--- src/rtl/skein_nonce_scheduler_pkg.sv ---
// Shared types and field widths for the skein512 nonce scheduler.
package skein_sched_pkg;

    localparam int MIDSTATE_W = 512;
    localparam int DATA_W     = 96;
    localparam int TARGET_W   = 64;
    localparam int NONCE_W    = 32;
    localparam int HASH_W     = 512;

    typedef enum logic [1:0] {
        ST_IDLE  = 2'd0,
        ST_RUN   = 2'd1,
        ST_DRAIN = 2'd2
    } sched_state_t;

    typedef struct packed {
        logic [NONCE_W-1:0]  nonce;
        logic [TARGET_W-1:0] hash_hi;
    } result_t;

endpackage

--- src/rtl/skein_nonce_scheduler_if.sv ---
// Work, core and result signals of the nonce scheduler; slave = scheduler side.
interface skein_nonce_scheduler_if;
    import skein_sched_pkg::*;

    logic                  work_valid;
    logic                  work_ready;
    logic [MIDSTATE_W-1:0] work_midstate;
    logic [DATA_W-1:0]     work_data;
    logic [TARGET_W-1:0]   work_target;
    logic [NONCE_W-1:0]    work_nonce_start;
    logic [NONCE_W-1:0]    work_nonce_end;
    logic                  abort;
    logic [MIDSTATE_W-1:0] core_midstate;
    logic [DATA_W-1:0]     core_data;
    logic [NONCE_W-1:0]    core_nonce;
    logic [HASH_W-1:0]     core_hash;
    logic                  busy;
    logic                  done;
    logic                  res_valid;
    logic                  res_ready;
    logic [NONCE_W-1:0]    res_nonce;
    logic [TARGET_W-1:0]   res_hash_hi;
    logic                  res_overflow;

    modport master (
        output work_valid, work_midstate, work_data, work_target,
               work_nonce_start, work_nonce_end, abort, core_hash, res_ready,
        input  work_ready, core_midstate, core_data, core_nonce, busy, done,
               res_valid, res_nonce, res_hash_hi, res_overflow
    );

    modport slave (
        input  work_valid, work_midstate, work_data, work_target,
               work_nonce_start, work_nonce_end, abort, core_hash, res_ready,
        output work_ready, core_midstate, core_data, core_nonce, busy, done,
               res_valid, res_nonce, res_hash_hi, res_overflow
    );

endinterface

--- src/rtl/skein_nonce_scheduler_fifo.sv ---
// Shifting result FIFO: entry 0 is always the registered head (first-word fall-through).
module skein_result_fifo
    import skein_sched_pkg::*;
#(
    parameter int DEPTH = 4
) (
    input  logic    clk,
    input  logic    rst,
    input  logic    i_push,
    input  result_t i_data,
    input  logic    i_pop,
    output result_t o_head,
    output logic    o_empty,
    output logic    o_drop
);
    localparam int AW   = $clog2(DEPTH);
    localparam int CNTW = AW + 1;

    result_t         r_mem [DEPTH];
    logic [CNTW-1:0] r_count;
    logic [AW-1:0]   w_wr_idx;
    logic            w_full;
    logic            w_pop;
    logic            w_push_ok;

    assign o_empty   = (r_count == '0);
    assign w_full    = (r_count == CNTW'(DEPTH));
    assign w_pop     = i_pop && !o_empty;
    // A pop frees a slot in the same cycle, so a full FIFO can still accept.
    assign w_push_ok = i_push && (!w_full || w_pop);
    assign o_drop    = i_push && w_full && !w_pop;
    assign w_wr_idx  = w_pop ? AW'(r_count - CNTW'(1)) : AW'(r_count);
    assign o_head    = r_mem[0];

    always_ff @(posedge clk or posedge rst) begin
        if (rst) begin
            r_count <= '0;
            for (int i = 0; i < DEPTH; i++) r_mem[i] <= '0;
        end else begin
            for (int i = 0; i < DEPTH - 1; i++) begin
                if (w_pop) r_mem[i] <= r_mem[i+1];
            end
            if (w_push_ok) r_mem[w_wr_idx] <= i_data;
            r_count <= r_count + CNTW'(w_push_ok) - CNTW'(w_pop);
        end
    end

endmodule

--- src/rtl/skein_nonce_scheduler.sv ---
// Nonce sequencer for a pipelined skein512 core; SKEIN_SCHED_STATS_EN adds hash/win counters.
// state    | meaning
// ST_IDLE  | waiting for a work unit, work_ready high
// ST_RUN   | issuing nonces every ISSUE_INTERVAL cycles
// ST_DRAIN | last nonce issued, waiting for in-flight hashes to retire
module skein_nonce_scheduler
    import skein_sched_pkg::*;
#(
    parameter int PIPE_LATENCY   = 110,
    parameter int ISSUE_INTERVAL = 2,
    parameter int FIFO_DEPTH     = 4
) (
    input logic clk,
    input logic rst,
    skein_nonce_scheduler_if.slave bus
`ifdef SKEIN_SCHED_STATS_EN
    ,
    output logic [47:0] hashes_done,
    output logic [31:0] wins_total
`endif
);
    localparam int CW = (ISSUE_INTERVAL > 1) ? $clog2(ISSUE_INTERVAL) : 1;
    localparam int FW = $clog2(PIPE_LATENCY + 2);

    sched_state_t          r_state, w_state_nxt;
    logic [CW-1:0]         r_cnt;
    logic [NONCE_W-1:0]    r_nonce, r_nonce_end;
    logic [TARGET_W-1:0]   r_target;
    logic [MIDSTATE_W-1:0] r_midstate;
    logic [DATA_W-1:0]     r_data;
    logic [PIPE_LATENCY-1:0] r_tag_v;
    logic [NONCE_W-1:0]    r_tag_n [PIPE_LATENCY];
    logic [FW-1:0]         r_inflight;
    logic                  r_overflow;
    logic                  w_accept, w_issue, w_abort, w_done;
    logic                  w_retire, w_win, w_drop, w_empty;
    logic [TARGET_W-1:0]   w_hash_hi;
    result_t               w_entry, w_head;

    always_ff @(posedge clk or posedge rst) begin
        if (rst) r_state <= ST_IDLE;
        else     r_state <= w_state_nxt;
    end

    always_comb begin
        w_state_nxt = r_state;
        w_accept    = 1'b0;
        w_issue     = 1'b0;
        w_abort     = 1'b0;
        w_done      = 1'b0;
        case (r_state)
            ST_IDLE: begin
                if (bus.work_valid) begin
                    w_accept    = 1'b1;
                    w_state_nxt = ST_RUN;
                end
            end
            ST_RUN: begin
                if (bus.abort) begin
                    w_abort     = 1'b1;
                    w_state_nxt = ST_IDLE;
                end else if (r_cnt == '0) begin
                    w_issue = 1'b1;
                    if (r_nonce == r_nonce_end) w_state_nxt = ST_DRAIN;
                end
            end
            ST_DRAIN: begin
                if (bus.abort) begin
                    w_abort     = 1'b1;
                    w_state_nxt = ST_IDLE;
                end else if (r_inflight == '0) begin
                    w_done      = 1'b1;
                    w_state_nxt = ST_IDLE;
                end
            end
            default: w_state_nxt = ST_IDLE;
        endcase
    end

    assign w_hash_hi = bus.core_hash[HASH_W-1 -: TARGET_W];
    // A retire coinciding with abort belongs to cancelled work and is discarded.
    assign w_retire  = r_tag_v[PIPE_LATENCY-1] && !w_abort;
    assign w_win     = w_retire && (w_hash_hi <= r_target);
    assign w_entry   = '{nonce: r_tag_n[PIPE_LATENCY-1], hash_hi: w_hash_hi};

    always_ff @(posedge clk or posedge rst) begin
        if (rst) begin
            r_cnt       <= '0;
            r_nonce     <= '0;
            r_nonce_end <= '0;
            r_target    <= '0;
            r_midstate  <= '0;
            r_data      <= '0;
            r_tag_v     <= '0;
            r_inflight  <= '0;
            r_overflow  <= 1'b0;
        end else begin
            if (w_accept) begin
                r_cnt       <= '0;
                r_nonce     <= bus.work_nonce_start;
                r_nonce_end <= bus.work_nonce_end;
                r_target    <= bus.work_target;
                r_midstate  <= bus.work_midstate;
                r_data      <= bus.work_data;
            end else if (r_state == ST_RUN) begin
                r_cnt <= (r_cnt == CW'(ISSUE_INTERVAL - 1)) ? '0 : r_cnt + CW'(1);
                if (w_issue && (r_nonce != r_nonce_end)) r_nonce <= r_nonce + NONCE_W'(1);
            end
            r_tag_v    <= w_abort ? '0 : {r_tag_v[PIPE_LATENCY-2:0], w_issue};
            r_inflight <= w_abort ? '0 : r_inflight + FW'(w_issue) - FW'(w_retire);
            if (w_accept)    r_overflow <= 1'b0;
            else if (w_drop) r_overflow <= 1'b1;
        end
    end

    always_ff @(posedge clk) begin
        r_tag_n[0] <= r_nonce;
        for (int i = 1; i < PIPE_LATENCY; i++) r_tag_n[i] <= r_tag_n[i-1];
    end

    skein_result_fifo #(.DEPTH(FIFO_DEPTH)) u_fifo (
        .clk     (clk),
        .rst     (rst),
        .i_push  (w_win),
        .i_data  (w_entry),
        .i_pop   (bus.res_ready),
        .o_head  (w_head),
        .o_empty (w_empty),
        .o_drop  (w_drop)
    );

    assign bus.work_ready    = (r_state == ST_IDLE);
    assign bus.busy          = (r_state != ST_IDLE);
    assign bus.done          = w_done;
    assign bus.core_midstate = r_midstate;
    assign bus.core_data     = r_data;
    assign bus.core_nonce    = r_nonce;
    assign bus.res_valid     = !w_empty;
    assign bus.res_nonce     = w_head.nonce;
    assign bus.res_hash_hi   = w_head.hash_hi;
    assign bus.res_overflow  = r_overflow;

`ifdef SKEIN_SCHED_STATS_EN
    logic [47:0] r_hashes;
    logic [31:0] r_wins;

    always_ff @(posedge clk or posedge rst) begin
        if (rst) begin
            r_hashes <= '0;
            r_wins   <= '0;
        end else begin
            if (w_retire) r_hashes <= r_hashes + 48'd1;
            if (w_win)    r_wins   <= r_wins + 32'd1;
        end
    end

    assign hashes_done = r_hashes;
    assign wins_total  = r_wins;
`endif

endmodule

--- src/flat_wrapper.sv ---
// flat-port wrapper written by rule: the top's interface ports become plain ports
module skein_nonce_scheduler_flat import skein_sched_pkg::*;
#(
    parameter int PIPE_LATENCY   = 110,
    parameter int ISSUE_INTERVAL = 2,
    parameter int FIFO_DEPTH     = 4
)
  (clk, rst, bus_work_valid, bus_work_midstate, bus_work_data, bus_work_target, bus_work_nonce_start, bus_work_nonce_end, bus_abort, bus_core_hash, bus_res_ready, bus_work_ready, bus_core_midstate, bus_core_data, bus_core_nonce, bus_busy, bus_done, bus_res_valid, bus_res_nonce, bus_res_hash_hi, bus_res_overflow);
  skein_nonce_scheduler_if bus_i ();
  input logic clk;
  input logic rst;
  input wire logic [$bits(bus_i.work_valid)-1:0] bus_work_valid;
  input wire logic [$bits(bus_i.work_midstate)-1:0] bus_work_midstate;
  input wire logic [$bits(bus_i.work_data)-1:0] bus_work_data;
  input wire logic [$bits(bus_i.work_target)-1:0] bus_work_target;
  input wire logic [$bits(bus_i.work_nonce_start)-1:0] bus_work_nonce_start;
  input wire logic [$bits(bus_i.work_nonce_end)-1:0] bus_work_nonce_end;
  input wire logic [$bits(bus_i.abort)-1:0] bus_abort;
  input wire logic [$bits(bus_i.core_hash)-1:0] bus_core_hash;
  input wire logic [$bits(bus_i.res_ready)-1:0] bus_res_ready;
  output wire logic [$bits(bus_i.work_ready)-1:0] bus_work_ready;
  output wire logic [$bits(bus_i.core_midstate)-1:0] bus_core_midstate;
  output wire logic [$bits(bus_i.core_data)-1:0] bus_core_data;
  output wire logic [$bits(bus_i.core_nonce)-1:0] bus_core_nonce;
  output wire logic [$bits(bus_i.busy)-1:0] bus_busy;
  output wire logic [$bits(bus_i.done)-1:0] bus_done;
  output wire logic [$bits(bus_i.res_valid)-1:0] bus_res_valid;
  output wire logic [$bits(bus_i.res_nonce)-1:0] bus_res_nonce;
  output wire logic [$bits(bus_i.res_hash_hi)-1:0] bus_res_hash_hi;
  output wire logic [$bits(bus_i.res_overflow)-1:0] bus_res_overflow;
  assign bus_i.work_valid = bus_work_valid;
  assign bus_i.work_midstate = bus_work_midstate;
  assign bus_i.work_data = bus_work_data;
  assign bus_i.work_target = bus_work_target;
  assign bus_i.work_nonce_start = bus_work_nonce_start;
  assign bus_i.work_nonce_end = bus_work_nonce_end;
  assign bus_i.abort = bus_abort;
  assign bus_i.core_hash = bus_core_hash;
  assign bus_i.res_ready = bus_res_ready;
  assign bus_work_ready = bus_i.work_ready;
  assign bus_core_midstate = bus_i.core_midstate;
  assign bus_core_data = bus_i.core_data;
  assign bus_core_nonce = bus_i.core_nonce;
  assign bus_busy = bus_i.busy;
  assign bus_done = bus_i.done;
  assign bus_res_valid = bus_i.res_valid;
  assign bus_res_nonce = bus_i.res_nonce;
  assign bus_res_hash_hi = bus_i.res_hash_hi;
  assign bus_res_overflow = bus_i.res_overflow;
  skein_nonce_scheduler #(.PIPE_LATENCY(PIPE_LATENCY), .ISSUE_INTERVAL(ISSUE_INTERVAL), .FIFO_DEPTH(FIFO_DEPTH)) u_core (.clk(clk), .rst(rst), .bus(bus_i));
endmodule
--- config.mk ---
export PLATFORM = sky130hd
export DESIGN_NAME = skein_nonce_scheduler_flat
export DESIGN_NICKNAME = d
export VERILOG_FILES = /design/src/rtl/skein_nonce_scheduler_pkg.sv /design/src/rtl/skein_nonce_scheduler_if.sv /design/src/rtl/skein_nonce_scheduler_fifo.sv /design/src/rtl/skein_nonce_scheduler.sv /design/src/flat_wrapper.sv
export SDC_FILE = /design/constraint.sdc
export NUM_CORES = 2
export LEC_CHECK = 0
export ABC_AREA = 1
export CORE_AREA = 3 3 765 767
export CTS_CLUSTER_DIAMETER = 120
export DETAILED_ROUTE_END_ITERATION = 12
export DIE_AREA = 0 0 768 770
export PLACE_DENSITY_LB_ADDON = 0.08
export RECOVER_POWER = 100
export SYNTH_ARGS = -nofsm -noshare
export SYNTH_HDL_FRONTEND = slang
export SYNTH_SLANG_ARGS = --single-unit
--- constraint.sdc ---
create_clock -name clk -period 55.3 [get_ports clk]
set_input_delay 16.59 -clock clk [delete_from_list [all_inputs] [get_ports clk]]
set_output_delay 16.59 -clock clk [all_outputs]
set_load 0.05 [all_outputs]
### After elaboration in Yosys (flattened, before gate mapping)

Memory sizes are Yosys's and may differ from the RTL's.
Index checks and enable logic that the tools add are counted.

* memory bits (writable): 3520
* bits in latches: 0
* memories kept: 1
* logic and storage cells: 98
* output and inout port bits: 741
* memory bits (read-only): 0
* input bits: 1253
* register bits: 1244

Memories
* u_core.r_tag_n: depth 110, width 32, read ports 110, clocked after memory_dff 0, wr ports 110, line skein_nonce_scheduler.sv:32 `logic [NONCE_W-1:0] r_tag_n [PIPE_LATENCY];`

* divide/modulo/power cells: 0
* reductions and logical operators: 23
* multiplexer cells: 35
* bitwise logic cells: 1
* shift operators: 0
* magnitude comparators: 3
* $mul: 0
* add/sub/neg operators: 7
* equality and inequality tests: 9

Operators with widths (count)
* $bwmux W384: 1
* $mux W384: 1
* $mux W96: 4
* $demux W96 S2: 1
* $mux W110: 1
* $mux W32: 3
* $le A64 B64 Y1: 1
* $add A32 B1 Y32 const B: 1
* $eq A32 B32 Y1: 1
* $ne A32 B32 Y1: 1
* $mux W1: 15
* $mux W2: 7
* $logic_and A1 B1 Y1: 8
* $reduce_bool A2 Y1: 4
* $add A7 B1 Y7: 1
* $logic_not A7 Y1: 1
* $mux W7: 1
* $sub A7 B1 Y7: 1
* $ne A3 B2 Y1 const B: 2
* $pmux W2 S3: 1
* $logic_not A1 Y1: 4
* $reduce_and A4 Y1: 1
* $add A3 B1 Y3: 1
* $eq A3 B3 Y1 const B: 1
* other kinds (15): 15

### Depth between registers and ports, before layout

* depth in word-level cells: 11
* depth in mapped cells: 24
* gate-level depth less buffers: 23

### Modules after synthesis

From an unflattened synthesis, not the netlist that was laid out.

* cells, all modules: 10329
* area, all modules: 126080.9 um^2

By module, submodules not included
* skein_nonce_scheduler: cells an instance 7592, area an instance 105672.6 um^2, times used 1, seq. area each 91913.2 um^2
* skein_result_fifo: cells an instance 2737, area an instance 20408.3 um^2, times used 1, seq. area each 9684.3 um^2

### Worst setup path before layout

No wires, ideal clock.

* path kind: input-to-output
* start: in bus_abort
* end: out bus_done
* required time: 38.710 ns
* setup slack: 20.962 ns
* stages on the path: 1
* path buffers: 0
* arrival: 17.748 ns
* path through: nor3b_1

* longest elaborated chain between the ends: 2

RTL lines
* start, declared: line flat_wrapper.sv:18 `input wire logic [$bits(bus_i.abort)-1:0] bus_abort;`
* $mux W1: line skein_nonce_scheduler.sv:68 `if (bus.abort) begin`
* $mux W1: line skein_nonce_scheduler.sv:51 `case (r_state)`
* end, declared: line flat_wrapper.sv:26 `output wire logic [$bits(bus_i.done)-1:0] bus_done;`

Every way passes these cells.

==> qor.csv <==
metric,value,unit
synth_simple_gate_area_share,14.7,%
syn_to_final_growth,32.2,%
num-nets-final,14000,
finalSetupViolCount,0,
grt_pass1_vias,78800,
maximum_number_of_pins_on_one_net_before_global_route_repair,185,
p_seq_share,40.9,%
power.switching_fraction,36.8,%
width_of_the_die,768,um
globalRouteMet1Util,20.4,%
ctsHoldBuffers,0,
clock_root_buffer_master,sky130_fd_sc_hd__clkbuf_16,
final_cell_area,169000,sq um
postCtsResizedCells,0,
synth.area.mux_share,0,%
clkSlewWorstSetupHoldPaths,0.07,ns
syn_area_per_cell,11.6,sq um
antenna_found_initial,333,
synth-warning-count,0,
grt_setup_unrepaired,false,
first_pass_grt_wire_length,686,mm
cts-htree-levels,6,
tightestPinTransition,7.80,ns
std_cell_rows,279,
power.share.combinational,26.9,%
vdd.ir_drop.worst,69.5,uV
hold_violations,0,
met2_resource_use_gr,26.7,%
min-delay-path-class,reg -> reg,
syn_inst,11000,
power_frac_clock,32.2,%
track_usage,16.9,%
detailroute.via_count,79500,
status,"complete, but fails checks",
core_outline_area,578000,sq um
tritoncts,built,
detailedRoute.firstPassIterationCount,6,
timing.slew.headroom,-420,%
report.final.slew_viol_count,2728,
drt-total-wl,514,mm
placement.io_buffers,1545,
ys_seq_elements,4764,
global_route_overflow,0,
wl_per_cell,24.6,um
cts_max_path_buffers,4,
layout.core_utilization,29.3,%
cts_num_sinks,4764,
post_route_cells_drive_above_1_share,6.75,%
timing.final.crit_share,70.0,%
critical_path.endpoint_type,asynchronous set/reset pin,
synth_top_family_by_area,simple AND/OR/NAND/NOR gates,
synth-xor-area-share,0.315,%
cts_inserted_buffers,546,
timing.hold.ws,0.294,ns
final_period_minus_worst_setup_slack,38.71,ns
syn-num-nets,12400,
vertical_extent_of_the_die,770,um
power_per_cell_area,65.9,nW/um^2
ys_seq_area_share,79.4,%
p_sw,0.00410,W
grt_busiest_layer,met2,
tns,0,ns
initial_core_util,22.1,%
ant_nets,0,
synthesis.area,128000,sq um
timing.critical_path.required,54.46,ns
critical_path_arrival,37.86,ns
timing.critical_path.fanout_max,116,
synthDistinctLibCells,33,
drt_iter0_drc,4916,
synth-compound-area-share,1.80,%
cell_internal_pwr,0.00704,W
insertion_delay,1.01,ns
finalWeightedCongestion,0.910,
grt_use_met3,8.75,%
boundaryPins,1994,
p_leak,75.6,nW
report.power.total,0.0111,W
timing.max_cap.violations,54,
startpoint_type,primary input,
maximum_operating_frequency,25.8,MHz
post-cts-setup-buffer-count,0,
adder_cell_fraction_of_synth_area,0.814,%
remaining_drc_errors,0,
place_hpwl,382,mm
clock-skew-final,0.0414,ns
die_area,591000,sq um
violations_in_the_final_reports,"max-capacitance violations, max-slew violations",
placement.cell_area,151000,sq um
setup.worst_path.class,in -> async,
detail_route.vias_per_cell,3.81,
==> metal layers <==
| layer | up-vias | wire (um) | part of all wire [%] |
|---|---|---|---|
| li1 | 37500 | - | - |
| met1 | 38000 | 211000 | 41 |
| met4 | 60 | 14700 | 2.9 |
| met5 | - | 402 | 0.078 |
| met3 | 1016 | 60400 | 12 |
| met2 | 2931 | 227000 | 44 |
==> cell usage in the layout, fill, tap and decap left out, types with 15 or more instances in the layout <==
cell type                            n
sky130_fd_sc_hd__diode_2            63
sky130_fd_sc_hd__xnor2_1            26
sky130_fd_sc_hd__inv_1             355
sky130_fd_sc_hd__clkbuf_8          108
sky130_fd_sc_hd__nor2_1            165
sky130_fd_sc_hd__bufinv_16          17
sky130_fd_sc_hd__inv_6              16
sky130_fd_sc_hd__dlygate4sd3_1     710
sky130_fd_sc_hd__o21ai_0           406
sky130_fd_sc_hd__clkdlybuf4s50_1   800
sky130_fd_sc_hd__clkbuf_16         559
sky130_fd_sc_hd__nor3_1             16
sky130_fd_sc_hd__dfrtp_1          1244
sky130_fd_sc_hd__a21oi_1            37
sky130_fd_sc_hd__buf_4              31
sky130_fd_sc_hd__inv_16             15
sky130_fd_sc_hd__clkbuf_1          247
sky130_fd_sc_hd__clkinv_2           77
sky130_fd_sc_hd__xor2_1             20
sky130_fd_sc_hd__dfxtp_1          3520
sky130_fd_sc_hd__nand2_1          4118
sky130_fd_sc_hd__ha_1               80
sky130_fd_sc_hd__nand4_1           119
sky130_fd_sc_hd__nand3_1           324
==> layout make-up <==
cell class	instances	area (sq um)
clock buffers	813	16000
inverters	358	1350
fillers	59200	409000
clock inverters	166	2030
multi-input cells	5360	22500
diodes	63	158
well taps	7727	9670
repair buffers	1644	15800
flip-flops and latches	4764	102000
==> cells by family (layout without fill, tap and decap cells) <==
logic type,count (synthesis),in the layout
buffers and inverters,902,2981
adders and majority gates,82,82
and+or+nand+nor,4778,4778
other,0,63
DFF,4764,4764
xor gates and xnor gates,46,46
AOI/OAI and AO/OA,454,454
==> critical path, stage by stage <==
cell                            delay [ns]
sky130_fd_sc_hd__dlygate4sd3_1        0.55
sky130_fd_sc_hd__clkinvlp_2           3.08
sky130_fd_sc_hd__clkbuf_1             1.85
sky130_fd_sc_hd__clkbuf_1             2.43
sky130_fd_sc_hd__clkbuf_1             2.90
sky130_fd_sc_hd__clkbuf_1             2.18
sky130_fd_sc_hd__clkbuf_1             2.29
sky130_fd_sc_hd__clkbuf_1             5.37
==> synth_stat cells <==
library cell | count | area [sq um]
sky130_fd_sc_hd__nand2_1 | 4121 | 15500
sky130_fd_sc_hd__dfxtp_1 | 3520 | 70500
sky130_fd_sc_hd__dfrtp_1 | 1244 | 31100
sky130_fd_sc_hd__o21ai_0 | 406 | 2030
sky130_fd_sc_hd__inv_1 | 357 | 1340
sky130_fd_sc_hd__clkbuf_1 | 325 | 1220
sky130_fd_sc_hd__nand3_1 | 325 | 1630
sky130_fd_sc_hd__nor2_1 | 165 | 619
sky130_fd_sc_hd__nand4_1 | 119 | 744
sky130_fd_sc_hd__buf_2 | 96 | 480
sky130_fd_sc_hd__buf_4 | 96 | 721
sky130_fd_sc_hd__ha_1 | 80 | 1000
sky130_fd_sc_hd__a21oi_1 | 36 | 180
sky130_fd_sc_hd__buf_1 | 27 | 101
sky130_fd_sc_hd__xnor2_1 | 26 | 228
sky130_fd_sc_hd__xor2_1 | 20 | 175
sky130_fd_sc_hd__nor3_1 | 16 | 80.1
sky130_fd_sc_hd__nor4_1 | 13 | 81.3
sky130_fd_sc_hd__or2_2 | 8 | 50.1
sky130_fd_sc_hd__nor3b_1 | 4 | 30.0
sky130_fd_sc_hd__o21a_1 | 4 | 30.0
sky130_fd_sc_hd__nand2_2 | 3 | 18.8
sky130_fd_sc_hd__nand3b_1 | 3 | 22.5
sky130_fd_sc_hd__a31oi_1 | 2 | 12.5
sky130_fd_sc_hd__fa_1 | 2 | 40.0
sky130_fd_sc_hd__a21o_1 | 1 | 7.51
sky130_fd_sc_hd__a21oi_2 | 1 | 8.76
sky130_fd_sc_hd__inv_2 | 1 | 3.75
sky130_fd_sc_hd__nor2_2 | 1 | 6.26
sky130_fd_sc_hd__o21ai_1 | 1 | 5.00
sky130_fd_sc_hd__o21bai_1 | 1 | 7.51
sky130_fd_sc_hd__o31ai_1 | 1 | 7.51
sky130_fd_sc_hd__o32a_1 | 1 | 10.0
==> sequential cells by signal, indices dropped and copies added, names as in the netlist, 7 cells and up, named ones only <==
| name | cells |
|---|---|
| u_core.r_inflight | 7 |
| u_core.u_fifo.r_mem | 192 |
| u_core.bus.core_nonce | 32 |
| u_core.r_tag_n | 3520 |
| u_core.r_tag_v | 110 |
| u_core.bus.core_data | 96 |
| u_core.bus.core_midstate | 512 |
| u_core.r_target | 64 |
| u_core.u_fifo.o_head | 96 |
| u_core.r_nonce_end | 32 |
==> metrics by stage <==
step | worst slack, ns | instances
floorplan | 3.66 | 11000
finish | 16.59 | 20900
global route | 12.35 | 20800
CTS | 19.52 | 20800
global placement | 19.50 | 19900
detailed placement | 19.54 | 19900
==> worst paths after layout <==
check / start / slack [ns] / endpoint / cells past startpoint
max: rst / 16.59 / u_core.bus.core_midstate[364] / 8
min: u_core.r_tag_n[0][1785] / 0.29 / u_core.r_tag_n[0][1817] / 0
max reg2reg: u_core.r_state[0] / 41.63 / u_core.bus.core_data[91] / 9
min reg2reg: u_core.r_tag_n[0][1785] / 0.29 / u_core.r_tag_n[0][1817] / 0
max in group clk: bus_abort / 19.48 / bus_done / 3
min in group asynchronous: rst / 17.78 / u_core.u_fifo.o_head[74] / 2
==> power groups by stage <==
stage	logic (W)	clock network, W	registers (W)
detailed placement	0.00314	0	0.00464
global route	0.00325	0.00388	0.00465
finish	0.00299	0.00359	0.00456
CTS	0.00316	0.00374	0.00458
floorplan	0.000947	0	0.00532
global placement	0.00315	0	0.00463
No activity file was read; power rests on OpenSTA's default activity.
